**config.mk**
```make
export PLATFORM = sky130hd
export DESIGN_NAME = io_out_seq
export DESIGN_NICKNAME = d
export VERILOG_FILES = /design/src/rtl/io_out_seq.sv
export SDC_FILE = /design/constraint.sdc
export NUM_CORES = 1
export LEC_CHECK = 0
export ABC_AREA = 1
export CAP_MARGIN = 30
export CELL_PAD_IN_SITES_DETAIL_PLACEMENT = 1
export CELL_PAD_IN_SITES_GLOBAL_PLACEMENT = 1
export CORE_MARGIN = 2
export CORE_UTILIZATION = 30
export DETAILED_ROUTE_END_ITERATION = 6
export PLACE_DENSITY_LB_ADDON = 0.15
export SKIP_LAST_GASP = 1
export SYNTH_ARGS = -nofsm -noshare
export SYNTH_HDL_FRONTEND = slang
export SYNTH_SLANG_ARGS = --single-unit
```
**constraint.sdc**
```tcl
create_clock -name clk -period 2.22 [get_ports clk]
set_input_delay 0.333 -clock clk [delete_from_list [all_inputs] [get_ports clk]]
set_output_delay 0.333 -clock clk [all_outputs]
set_load 0.02 [all_outputs]
```
**src/rtl/io_out_seq.sv**
```systemverilog
// io_out_seq: output digit sequencer on the I/O side of the arithmetic unit.
// It orders one 3- or 4-bit left shift of register C per digit and collects the
// bits leaving the C sign position, MSB first. Each assembled digit goes to the
// output device through a valid/ready handshake. When the operation ends, or
// fails, it reports to the operation control with a done pulse and a sticky
// error flag.
module io_out_seq #(
  parameter int TIMEOUT    = 15,
  parameter int MAX_DIGITS = 10
) (
  input  logic       clk,
  input  logic       resetn,
  input  logic       start_from_op,
  input  logic [3:0] digit_count_from_op,
  input  logic       mode_4bit_from_op,
  input  logic       abort_from_pu,
  output logic       order_io_to_ac,
  output logic       shift_3_bit_to_ac,
  output logic       shift_4_bit_to_ac,
  input  logic       do_left_shift_c_from_ac,
  input  logic       output_sign_from_ac,
  input  logic       ac_answer_from_ac,
  output logic [3:0] digit_to_dev,
  output logic       digit_valid_to_dev,
  input  logic       dev_ready_from_dev,
  output logic       busy_to_op,
  output logic       done_to_op,
  output logic       error_to_op
);

  localparam int              TW        = $clog2(TIMEOUT + 1);
  localparam logic [TW-1:0]   TIMEOUT_V = TW'(TIMEOUT);
  localparam logic [3:0]      MAX_V     = 4'(MAX_DIGITS);

  typedef enum logic [2:0] {
    S_IDLE,
    S_ORDER,
    S_WAIT,
    S_PRESENT,
    S_DONE
  } state_t;

  state_t          state;
  logic [3:0]      cnt;
  logic            mode;
  logic [3:0]      sr;
  logic [2:0]      bitcnt;
  logic [TW-1:0]   timer;
  logic            error_q;
  logic [3:0]      digit_q;

  logic [3:0]      sr_shift;
  logic [2:0]      bitcnt_shift;
  logic [TW-1:0]   timer_inc;
  logic [2:0]      bits_needed;
  logic            count_ok;

  // Shift register and bit counter as they will be after this edge's shift,
  // so a shift and an answer in the same cycle compare the updated count.
  always_comb begin
    // NOTE: every combinational output gets a default first, otherwise paths
    // that skip an assignment infer a latch.
    sr_shift     = sr;
    bitcnt_shift = bitcnt;
    if (do_left_shift_c_from_ac) begin
      sr_shift = {sr[2:0], output_sign_from_ac};
      if (bitcnt != 3'd7) bitcnt_shift = bitcnt + 3'd1;
    end
  end

  assign timer_inc   = timer + TW'(1);
  assign bits_needed = mode ? 3'd4 : 3'd3;
  assign count_ok    = (digit_count_from_op != 4'd0) && (digit_count_from_op <= MAX_V);

  // Sequencer: the single FSM with its per-operation and per-digit registers.
  always_ff @(posedge clk or negedge resetn) begin
    if (!resetn) begin
      // NOTE: sequential state uses non-blocking assignments only, so every
      // register samples pre-edge values regardless of statement order.
      state   <= S_IDLE;
      cnt     <= 4'd0;
      mode    <= 1'b0;
      sr      <= 4'd0;
      bitcnt  <= 3'd0;
      timer   <= '0;
      error_q <= 1'b0;
      digit_q <= 4'd0;
    end else if (abort_from_pu) begin
      state <= S_IDLE;
    end else begin
      case (state)
        S_IDLE: begin
          if (start_from_op) begin
            if (count_ok) begin
              cnt     <= digit_count_from_op;
              mode    <= mode_4bit_from_op;
              error_q <= 1'b0;
              state   <= S_ORDER;
            end else begin
              error_q <= 1'b1;
              state   <= S_DONE;
            end
          end
        end
        S_ORDER: begin
          sr     <= 4'd0;
          bitcnt <= 3'd0;
          timer  <= '0;
          state  <= S_WAIT;
        end
        S_WAIT: begin
          sr     <= sr_shift;
          bitcnt <= bitcnt_shift;
          timer  <= timer_inc;
          if (ac_answer_from_ac) begin
            if (bitcnt_shift == bits_needed) begin
              digit_q <= mode ? sr_shift : {1'b0, sr_shift[2:0]};
              state   <= S_PRESENT;
            end else begin
              error_q <= 1'b1;
              state   <= S_DONE;
            end
          end else if (timer_inc == TIMEOUT_V) begin
            error_q <= 1'b1;
            state   <= S_DONE;
          end
        end
        S_PRESENT: begin
          if (dev_ready_from_dev) begin
            if (cnt == 4'd1) begin
              state <= S_DONE;
            end else begin
              cnt   <= cnt - 4'd1;
              state <= S_ORDER;
            end
          end
        end
        S_DONE:  state <= S_IDLE;
        default: state <= S_IDLE;
      endcase
    end
  end

  // Outputs decoded from the state register and held registers only.
  assign order_io_to_ac     = (state == S_ORDER);
  assign shift_3_bit_to_ac  = ((state == S_ORDER) || (state == S_WAIT)) && !mode;
  assign shift_4_bit_to_ac  = ((state == S_ORDER) || (state == S_WAIT)) && mode;
  assign digit_valid_to_dev = (state == S_PRESENT);
  assign digit_to_dev       = digit_q;
  assign busy_to_op         = (state != S_IDLE);
  assign done_to_op         = (state == S_DONE);
  assign error_to_op        = error_q;

endmodule

```
==> results by group <==
Status
  – Status: finished clean

Placement
  – Placed cells: 296
  – I/O Buffers: 23
  – Placer Congestion: 0.828
  – HPWL after detailed placement: 3.11 mm
  – Placed Area: 1850 um^2

Die
  – Top Ports: 24
  – Die width: 75.2 um
  – FP Rows: 25
  – Chip height: 75.2 um
  – Die area: 5660 um^2
  – Initial core utilization: 0.316
  – Core ar.: 4820 um^2

Route
  – Via count: 1408
  – Routed wire length: 3.89 mm
  – Iter 0 DRT Violations: 59
  – Routed wire per std cell: 13.0 um
  – Pre-antenna DRT Iters: 3
  – Antenna-violating nets left: 0
  – DRC: 0
  – Vias per cell: 4.69

CTS
  – CTS tree: done
  – Clk slew on worst S/H paths: 0.10 ns
  – CTS Sinks: 24
  – Clk Latency, worst-skew pair: 0.27 ns
  – Clock Path Buffers: 2
  – CTS Root Cell: clkbuf_8
  – Total CTS buffers: 3
  – Hold buffer count at CTS: 0
  – # H-tree levels: 1
  – Setup repair bufs after CTS: 0

Min path
  – Hold WC Path Type: input port to async pin

Timing
  – Max Clock Skew: 0.00495 ns
  – # setup viols final: 0
  – Worst relative slew slack: 0.777
  – Period utilisation layout: 0.938
  – Max frequency: 480 MHz
  – Slew Limit Fails: 0
  – Setup TNS Final: 0 ns
  – Hold Vio Cnt, Final: 0
  – RSZ-0062 raised after global routing: no
  – Final period demand of the worst path: 2.08 ns
  – Slew @ Worst Pin: 0.335 ns

Yosys
  – Post-synth EDFFs: 0
  – Most common cell in the netlist: nand2_1
  – Distinct cells, synth: 29
  – Ys flop type: dfrtp_1
  – Asr flop ratio synth: 1.00
  – Mapped Cells: 203
  – Synth top cells by count: nand2_1 (59), dfrtp_1 (24), inv_1 (22)
  – Yosys warns: 0
  – Net Count, Synth: 221
  – Synthesized flop and latch total: 24
  – Synth area leader: dfrtp_1
  – Post-synth top area share: 0.395
  – Most area-consuming cells after synthesis: dfrtp_1 (39%), nand2_1 (15%), inv_1 (5.4%)
  – Synthesized cell area: 1520 um^2
  – Sequential area share after synthesis: 0.395
  – Avg Inst Size Synth: 7.49 um^2

Power
  – LEAKAGE: 0.918 nW
  – Switch Pwr: 0.000719 W
  – Net Sw Frac: 0.394
  – Clk pwr share: 0.218
  – IR Drop Worst-Case VDD: 0.000274 V
  – Pint: 0.00110 W
  – Pwr dens: 948 nW/um^2
  – Comb power frac: 0.403
  – Seq pwr share: 0.379

Final layout
  – Final std cells w/o fill: 300
  – Filler cells: 622
  – ANT cells: 0
  – Cell area after layout: 1920 um^2
  – # nets final: 252
  – Final Util: 0.399
  – Layout cell share with drive strength beyond 1: 0.137
  – Reg area: 601 um^2
  – P&R area growth vs syn: 26.4%
  – Area of the multi-input gates: 790 um^2

Setup path
  – Crit path cell chain: nor3_2, inv_2, clkdlybuf4s50_1
  – Crit Reg-Reg Startpoint: bitcnt[0]
  – CP max FO: 5
  – Crit-path max cell delay: 0.56 ns
  – Critical Path RT: 1.89 ns
  – Crit path arrival time: 1.75 ns
  – Slowest cell on crit path: clkdlybuf4s50_1
  – Crit path from: state[1]
  – Critical path class: flop to output port
  – Critical Path End Type: output port
  – Type of origin of the critical path: flop

Global route
  – Initial antenna violation count: 0
  – Largest net degree at the start of global routing: 25
  – First-pass GRT wire length: 6.89 mm
  – Number of global-route vias before repair: 1490
  – Grt ovf: 0
  – GRT Total Usage: 0.158

Run
  – Max Cap Viol: 0
==> metrics by stage <==
stage / hold WS (ns) / power [W] / setup slack (ns)
after CTS: 0.441 / 0.00185 / 0.126
after floorplan: 0.0374 / 0.00118 / 0.553
final: 0.427 / 0.00182 / 0.138
after global routing: 0.445 / 0.00198 / 0.0489
after global placement: 0.459 / 0.00144 / 0.320
after detailed placement: 0.462 / 0.00145 / 0.294
==> placed cells by master, fill, tap and decap left out, drive strengths merged <==
cell type      netlist  final
nand2               63     63
inv                 30     30
dfrtp               24     24
clkdlybuf4s50        0     21
nor2                18     18
o21ai               17     17
nand3               14     14
nand4                7      7
a21oi                6      6
ha                   5      5
buf                  2      5
nor3                 5      5
nand3b               3      3
o22ai                3      3
clkbuf               0      3
xnor2                2      2
dlygate4sd2          0      2
xor2                 1      1
o21bai               1      1
and2                 1      1
o211ai               1      1
bufinv               0      1
==> area by class of cell <==
cell class                      instances  area share
Multi-Input combinational cell        147       0.411
Inverter                               30      0.0586
Tap cell                               67      0.0436
Clock inverter                          1      0.0156
Clock buffer                            3      0.0215
Timing Repair Buffer                   28       0.138
Sequential cell                        24       0.312
==> flip-flops by register name, indices dropped and copies added, names as in the netlist <==
name,count
error_to_op,1
sr,4
timer,4
digit_to_dev,4
state,3
bitcnt,3
cnt,4
mode,1
==> worst paths after layout <==
path	slack, ns	end	depth (start not counted)
max reg2reg	0.55	digit_to_dev[2]	8
max	0.14	busy_to_op	3
min	0.43	sr[2]	2
min reg2reg	0.48	digit_to_dev[3]	2
max in group asynchronous	1.54	timer[1]	2
min in group clk	0.48	digit_to_dev[3]	2
==> critical path, delay by kind of cell (launching register included) <==
| family | cells | cell delay (ns) |
|---|---|---|
| buffers and inverters | 2 | 0.66 |
| flip-flops | 1 | 0.48 |
| AND/OR/NAND/NOR | 1 | 0.34 |
==> logic make-up (layout without fill, tap and decap cells) <==
group | count (synthesis) | count (layout) | share of synthesized area
AOI/OAI and AO/OA | 28 | 28 | 0.103
and+or+nand+nor | 111 | 111 | 0.358
adders and majority gates | 5 | 5 | 0.0411
xor gates and xnor gates | 3 | 3 | 0.0173
buffers and inverters | 32 | 62 | 0.0864
DFF | 24 | 24 | 0.395
==> power by group through the flow <==
stage               logic [W]  registers [W]  clock network (W)
finish               0.000734       0.000691           0.000398
global route         0.000847       0.000713           0.000422
CTS                  0.000750       0.000693           0.000406
detailed placement   0.000753       0.000701                  0
global placement     0.000739       0.000698                  0
floorplan            0.000492       0.000692                  0
==> repair_timing <==
item / CTS / global route
endpoints found under the hold margin: 0 / 0
setup endpoints to repair: 2 / 0
resized for setup: 2 / 0
==> per-layer routing <==
| layer | vias to the layer above | routed length (um) | track usage |
|---|---|---|---|
| li1 | 713 | - | - |
| met1 | 678 | 1850 | 0.205 |
| met2 | 15 | 1940 | 0.284 |
| met3 | 2 | 70 | 0.00803 |
| met4 | 0 | 34 | 0.0468 |
| met5 | - | 0 | 0 |
(Power assumes the default switching activity.)
==> RTL change 1, RTL diff (same settings) <==
Encoding of `state_t`: now one-hot (5 bits for 5 states).
--- a/src/rtl/io_out_seq.sv
+++ b/src/rtl/io_out_seq.sv
@@ -32,12 +32,12 @@
   localparam logic [TW-1:0]   TIMEOUT_V = TW'(TIMEOUT);
   localparam logic [3:0]      MAX_V     = 4'(MAX_DIGITS);
 
-  typedef enum logic [2:0] {
-    S_IDLE,
-    S_ORDER,
-    S_WAIT,
-    S_PRESENT,
-    S_DONE
+  typedef enum logic [4:0] {
+    S_IDLE    = 5'b00001,
+    S_ORDER   = 5'b00010,
+    S_WAIT    = 5'b00100,
+    S_PRESENT = 5'b01000,
+    S_DONE    = 5'b10000
   } state_t;
 
   state_t          state;
Check against the original RTL: no difference found for any inputs over 10 cycles, from zero or initial values and one cycle with resetn low; not proved beyond that.
==> RTL change 1 against the unedited design <==
- sequential cell count increased by 2
- core utilization shrank 1.1 points
- worst setup slack worse by 0.028 ns
- register-to-register slack better by 0.02 ns
- area after synthesis increased by 5.0%
- final cell count down 1.7%
- final area is 3.8% higher
- largest cell class unchanged
- wire length increased by 4.8%
- total power up 16%
- clock power shrank 1%
==> RTL change 1: results (changes against the unedited design) <==
status: completed
Vias: 1382 (-1.8%)
largest net degree at the start of global routing: 27 (+8.0%)
HPWL Detailed: 3244 µm (+4.4%)
Total Routing Usage GR: 14.78% (-1.0 points)
post-detailed-routing wire length: 4074 µm (+4.8%)
final net count: 244 (-3.2%)
critical-path maximum fanout: 7 (+2)
htree depth: 1 (unchanged)
clk_lat worst skew: 0.27 ns (about the same)
DR iter-0 viols: 26 (-56%)
reg2reg end: state[4]$_DFFE_PN0P_
max FFs per register: 5
largest register by flop count: state
sequential share of the synthesized area: 40.80% (+1.3 points)
cts repair resizes: 4 (+2)
cell family with most CP delay: buffers and inverters
CP peak stage delay: 0.63 ns (+0.07 ns)
leak pwr: 0.0009615 µW (+4.7%)
first-pass GRT wire length: 7038 µm (+2.2%)
FF-to-FF path depth: 9 (+1)
R2R Setup Slk: 0.57 ns (+0.02 ns)
Critical Path Sink: digit_valid_to_dev
synth cell count leaders: 52 x nand2_1, 25 x dfrtp_1, 16 x inv_1, 16 x nand3_1, 13 x o21ai_1
Max VDD drop: 0.0005176 V (+89%)
max_slew headroom: 76.92% (-0.76 points)
Reg2Reg Launch Point: bitcnt[0]$_DFFE_PN0P_
antenna violations before repair: 0 (unchanged)
Worst Path Arrival: 1.78 ns (+0.03 ns)
TritonRoute pass-1 iters: 4 (+1)
Final Skew: 0.01319 ns (+0.008248 ns)
# hold bufs at CTS: 0 (unchanged)
async set or reset register ratio after synthesis: 100.0% (unchanged)
Synth Net Count: 214 (-3.2%)
post-synthesis cell type count: 32 (+10%)
share of layout cells above drive strength 1: 17.78% (+4.0 points)
Final Wtd Congestion: 0.7748 (-6.4%)
setup bufs post-CTS: 0 (unchanged)
Area contributors post-synth: dfrtp_1 39%, nand2_1 12%, nand3_1 5.0%
CTS Root Cell: clkbuf_8
-- RTL change 1: cell types whose count changed after synthesis, moves of 3 or more --
cell / change
inv_2: +3
o21ai_0: -7
a21oi_1: -3
inv_1: -6
nand3_1: +6
nand2_2: -3
o21ai_1: +11
nor2_2: +4
nand2_1: -7
nor2_1: -7
-- RTL change 1: final cells by class --
type                       count  area (µm²)
timing repair buffer          26       247.7
clock inverter                 1       30.03
inverter                      27       101.3
multi-input combinational    142       837.1
clock buffer                   3       41.29
fill                         654        3143
tap                           70       87.58
sequential                    26       651.9
-- RTL change 1: where the power goes --
group | switching, µW | total, µW | internal (µW)
Sequential | 144 | 780 | 636
Clock | 153 | 394 | 241
Combinational | 572 | 943 | 371
Total | 869 | 2120 | 1250
-- RTL change 1: cell families (layout without fill, tap and decap cells) --
group	after synthesis	in the layout	share of synthesized area, %
AND/OR/NAND/NOR	103	103	35.08
buffers and inverters	28	57	6.813
flip-flops	26	26	40.80
AO/OA/AOI/OAI	31	31	11.67
XOR/XNOR	2	2	1.097
multiplexers	1	1	0.6265
adder cells (fa/ha/maj)	5	5	3.915
-- RTL change 1: layer usage --
metal | global-route usage [%] | vias up | part of all wire (%)
li1 | - | 706 | -
met1 | 20.88 | 655 | 51
met2 | 24.21 | 19 | 46
met3 | 2.588 | 2 | 2.3
met4 | 2.143 | 0 | 0.59
met5 | 0 | - | 0
-- RTL change 1: worst reg2reg max path, delay by kind of cell (launching register included) --
family / cells / cell delay [ns]
and+or+nand+nor: 7 / 0.86
DFF: 1 / 0.41
adders and majority gates: 1 / 0.22
AOI/OAI and AO/OA: 1 / 0.07
-- RTL change 1: worst min path at each step --
stage                                       end  slack, ns
after CTS                     sr[0]$_DFFE_PN0P_       0.45
after detailed placement      sr[3]$_DFFE_PN0P_       0.48
after global routing          sr[0]$_DFFE_PN0P_       0.46
after global placement        sr[3]$_DFFE_PN0P_       0.47
final                         sr[0]$_DFFE_PN0P_       0.43
after floorplan           bitcnt[0]$_DFFE_PN0P_       0.04
-- RTL change 1: per-stage QoR --
stage               cells  area, µm²  setup slack, ns
global placement      291       1931           0.2830
finish                295       1997           0.1100
detailed placement    291       1931           0.2216
CTS                   295       1997          0.08860
global route          295       1997          0.01975
floorplan             196       1598           0.6057
==> RTL change 2, RTL diff (same flow settings) <==
Without the edit above. Set the parameter `TIMEOUT` to 16 (it was 15).
--- a/src/rtl/io_out_seq.sv
+++ b/src/rtl/io_out_seq.sv
@@ -5,7 +5,7 @@
 // fails, it reports to the operation control with a done pulse and a sticky
 // error flag.
 module io_out_seq #(
-  parameter int TIMEOUT    = 15,
+  parameter int TIMEOUT    = 16,
   parameter int MAX_DIGITS = 10
 ) (
   input  logic       clk,
Function: same outputs for any inputs over 10 cycles, from zero or initial values and one cycle with resetn low; that may be too few to reach the edited logic, so the function may still have changed.
==> RTL change 2 against the unedited design <==
- area after synthesis rose by 0.41%
- worst setup slack gained 0.012 ns
- via count up 5.6%
- hold slack got worse by 0.0053 ns
- critical path depth increased by 1
- sequential cell count rose by 1
- count of clock-buffer cells in the layout unchanged
- die area is 0.39% higher
- final area down 1.2%
- final cell count is 3.7% higher
- total power decreased by 5.0%
- wire length is 4.9% higher
- largest cell class unchanged
- largest power group is now sequential cells
==> RTL change 2: results (changes against the unedited design) <==
Worst-Margin Slew: 0.3778 ns (+0.04312 ns)
synth cell count leaders: 64 x nand2_1, 26 x inv_1, 25 x dfrtp_1, 20 x nand3_1, 18 x nor2_1
post-DR wirelength/cell: 13.11 µm (+1.2%)
Max VDD drop: 0.0003142 V (+15%)
CP startpoint: state[2]$_DFFE_PN0P_
Final Wtd Congestion: 0.7986 (-3.5%)
CP peak stage delay: 0.62 ns (+0.06 ns)
Total Routing Usage GR: 15.76% (-0.017 points)
Avg Inst Size Synth: 7.106 µm² (-5.2%)
post-synthesis cell type count: 26 (-10%)
HPWL Detailed: 3163 µm (+1.8%)
R2R Setup Slk: 0.46 ns (-0.09 ns)
Sw Pwr: 728.8 µW (+1.4%)
Final Skew: 0.005602 ns (+0.0006563 ns)
post-detailed-routing wire length: 4078 µm (+4.9%)
first-pass GRT wire length: 6851 µm (-0.51%)
final net count: 262 (+4.0%)
dpl cell area: 1857 µm² (+0.13%)
status: completed
sequential share of the synthesized area: 40.95% (+1.5 points)
via/cell ratio: 4.781 (+1.9%)
vias in the first global route: 1457 (-2.2%)
share of layout cells above drive strength 1: 7.377% (-6.4 points)
FF-to-FF path depth: 11 (+3)
Synth Net Count: 232 (+5.0%)
==> RTL change 2: cells by family (layout without fill, tap and decap cells) <==
kind of cell             after synthesis  count (layout)  share of synthesized area, %
AND/OR/NAND/NOR                      121             121                         35.63
buffers and inverters                 31              60                         7.944
AO/OA/AOI/OAI                         34              34                         12.20
flip-flops                            25              25                         40.95
adder cells (fa/ha/maj)                4               4                         3.276
==> RTL change 2: worst min-delay path by stage <==
stage	cells after the start	end	slack [ns]	from
detailed placement	2	digit_to_dev[3]$_DFFE_PN0P_	0.46	digit_to_dev[3]$_DFFE_PN0P_
finish	2	sr[1]$_DFFE_PN0P_	0.42	resetn
floorplan	0	bitcnt[0]$_DFFE_PN0P_	0.04	resetn
global placement	2	digit_to_dev[2]$_DFFE_PN0P_	0.46	digit_to_dev[2]$_DFFE_PN0P_
CTS	2	sr[2]$_DFFE_PN0P_	0.45	resetn
global route	2	sr[1]$_DFFE_PN0P_	0.47	resetn
==> RTL change 2: critical path: cells and delay by family, from the launching register on <==
| kind | cells | cell delay, ns |
|---|---|---|
| DFF | 1 | 0.41 |
| and+or+nand+nor | 1 | 0.14 |
| buffers and inverters | 3 | 0.91 |
==> RTL change 2: power by group through the flow <==
stage	Clock [µW]	Sequential (µW)	Combinational, µW
2_1_floorplan	0	722	486
3_3_place_gp	0	737	724
3_5_place_dp	0	742	729
4_1_cts	296	733	729
5_1_grt	308	757	836
6_report	282	735	715
==> RTL change 2: stage by stage <==
step | worst slack (ns) | total power, µW
final | 0.1502 | 1732
after global placement | 0.3001 | 1461
after detailed placement | 0.2831 | 1472
after floorplan | 0.3354 | 1208
after global routing | 0.02583 | 1901
after CTS | 0.1295 | 1758
==> RTL change 2: final cells by class <==
class	instances	area (µm²)
well taps	67	83.83
inverters	30	113.9
repair buffers	26	250.2
clock buffers	3	41.29
flip-flops and latches	25	625.6
multi-input cells	159	780.7
clock inverters	1	5.005
fillers	640	2917
==> RTL change 2: per-layer routing <==
metal	wire length, µm	vias to the layer above	track usage, %
li1	-	760	-
met1	2076	707	22.27
met2	1877	16	25.60
met3	87	4	1.984
met4	37	0	4.094
met5	0	-	0
==> RTL change 2: what timing repair did <==
action,CTS,global route
resized for setup,2,0
setup buffers,0,0
endpoints found under the setup margin,2,0
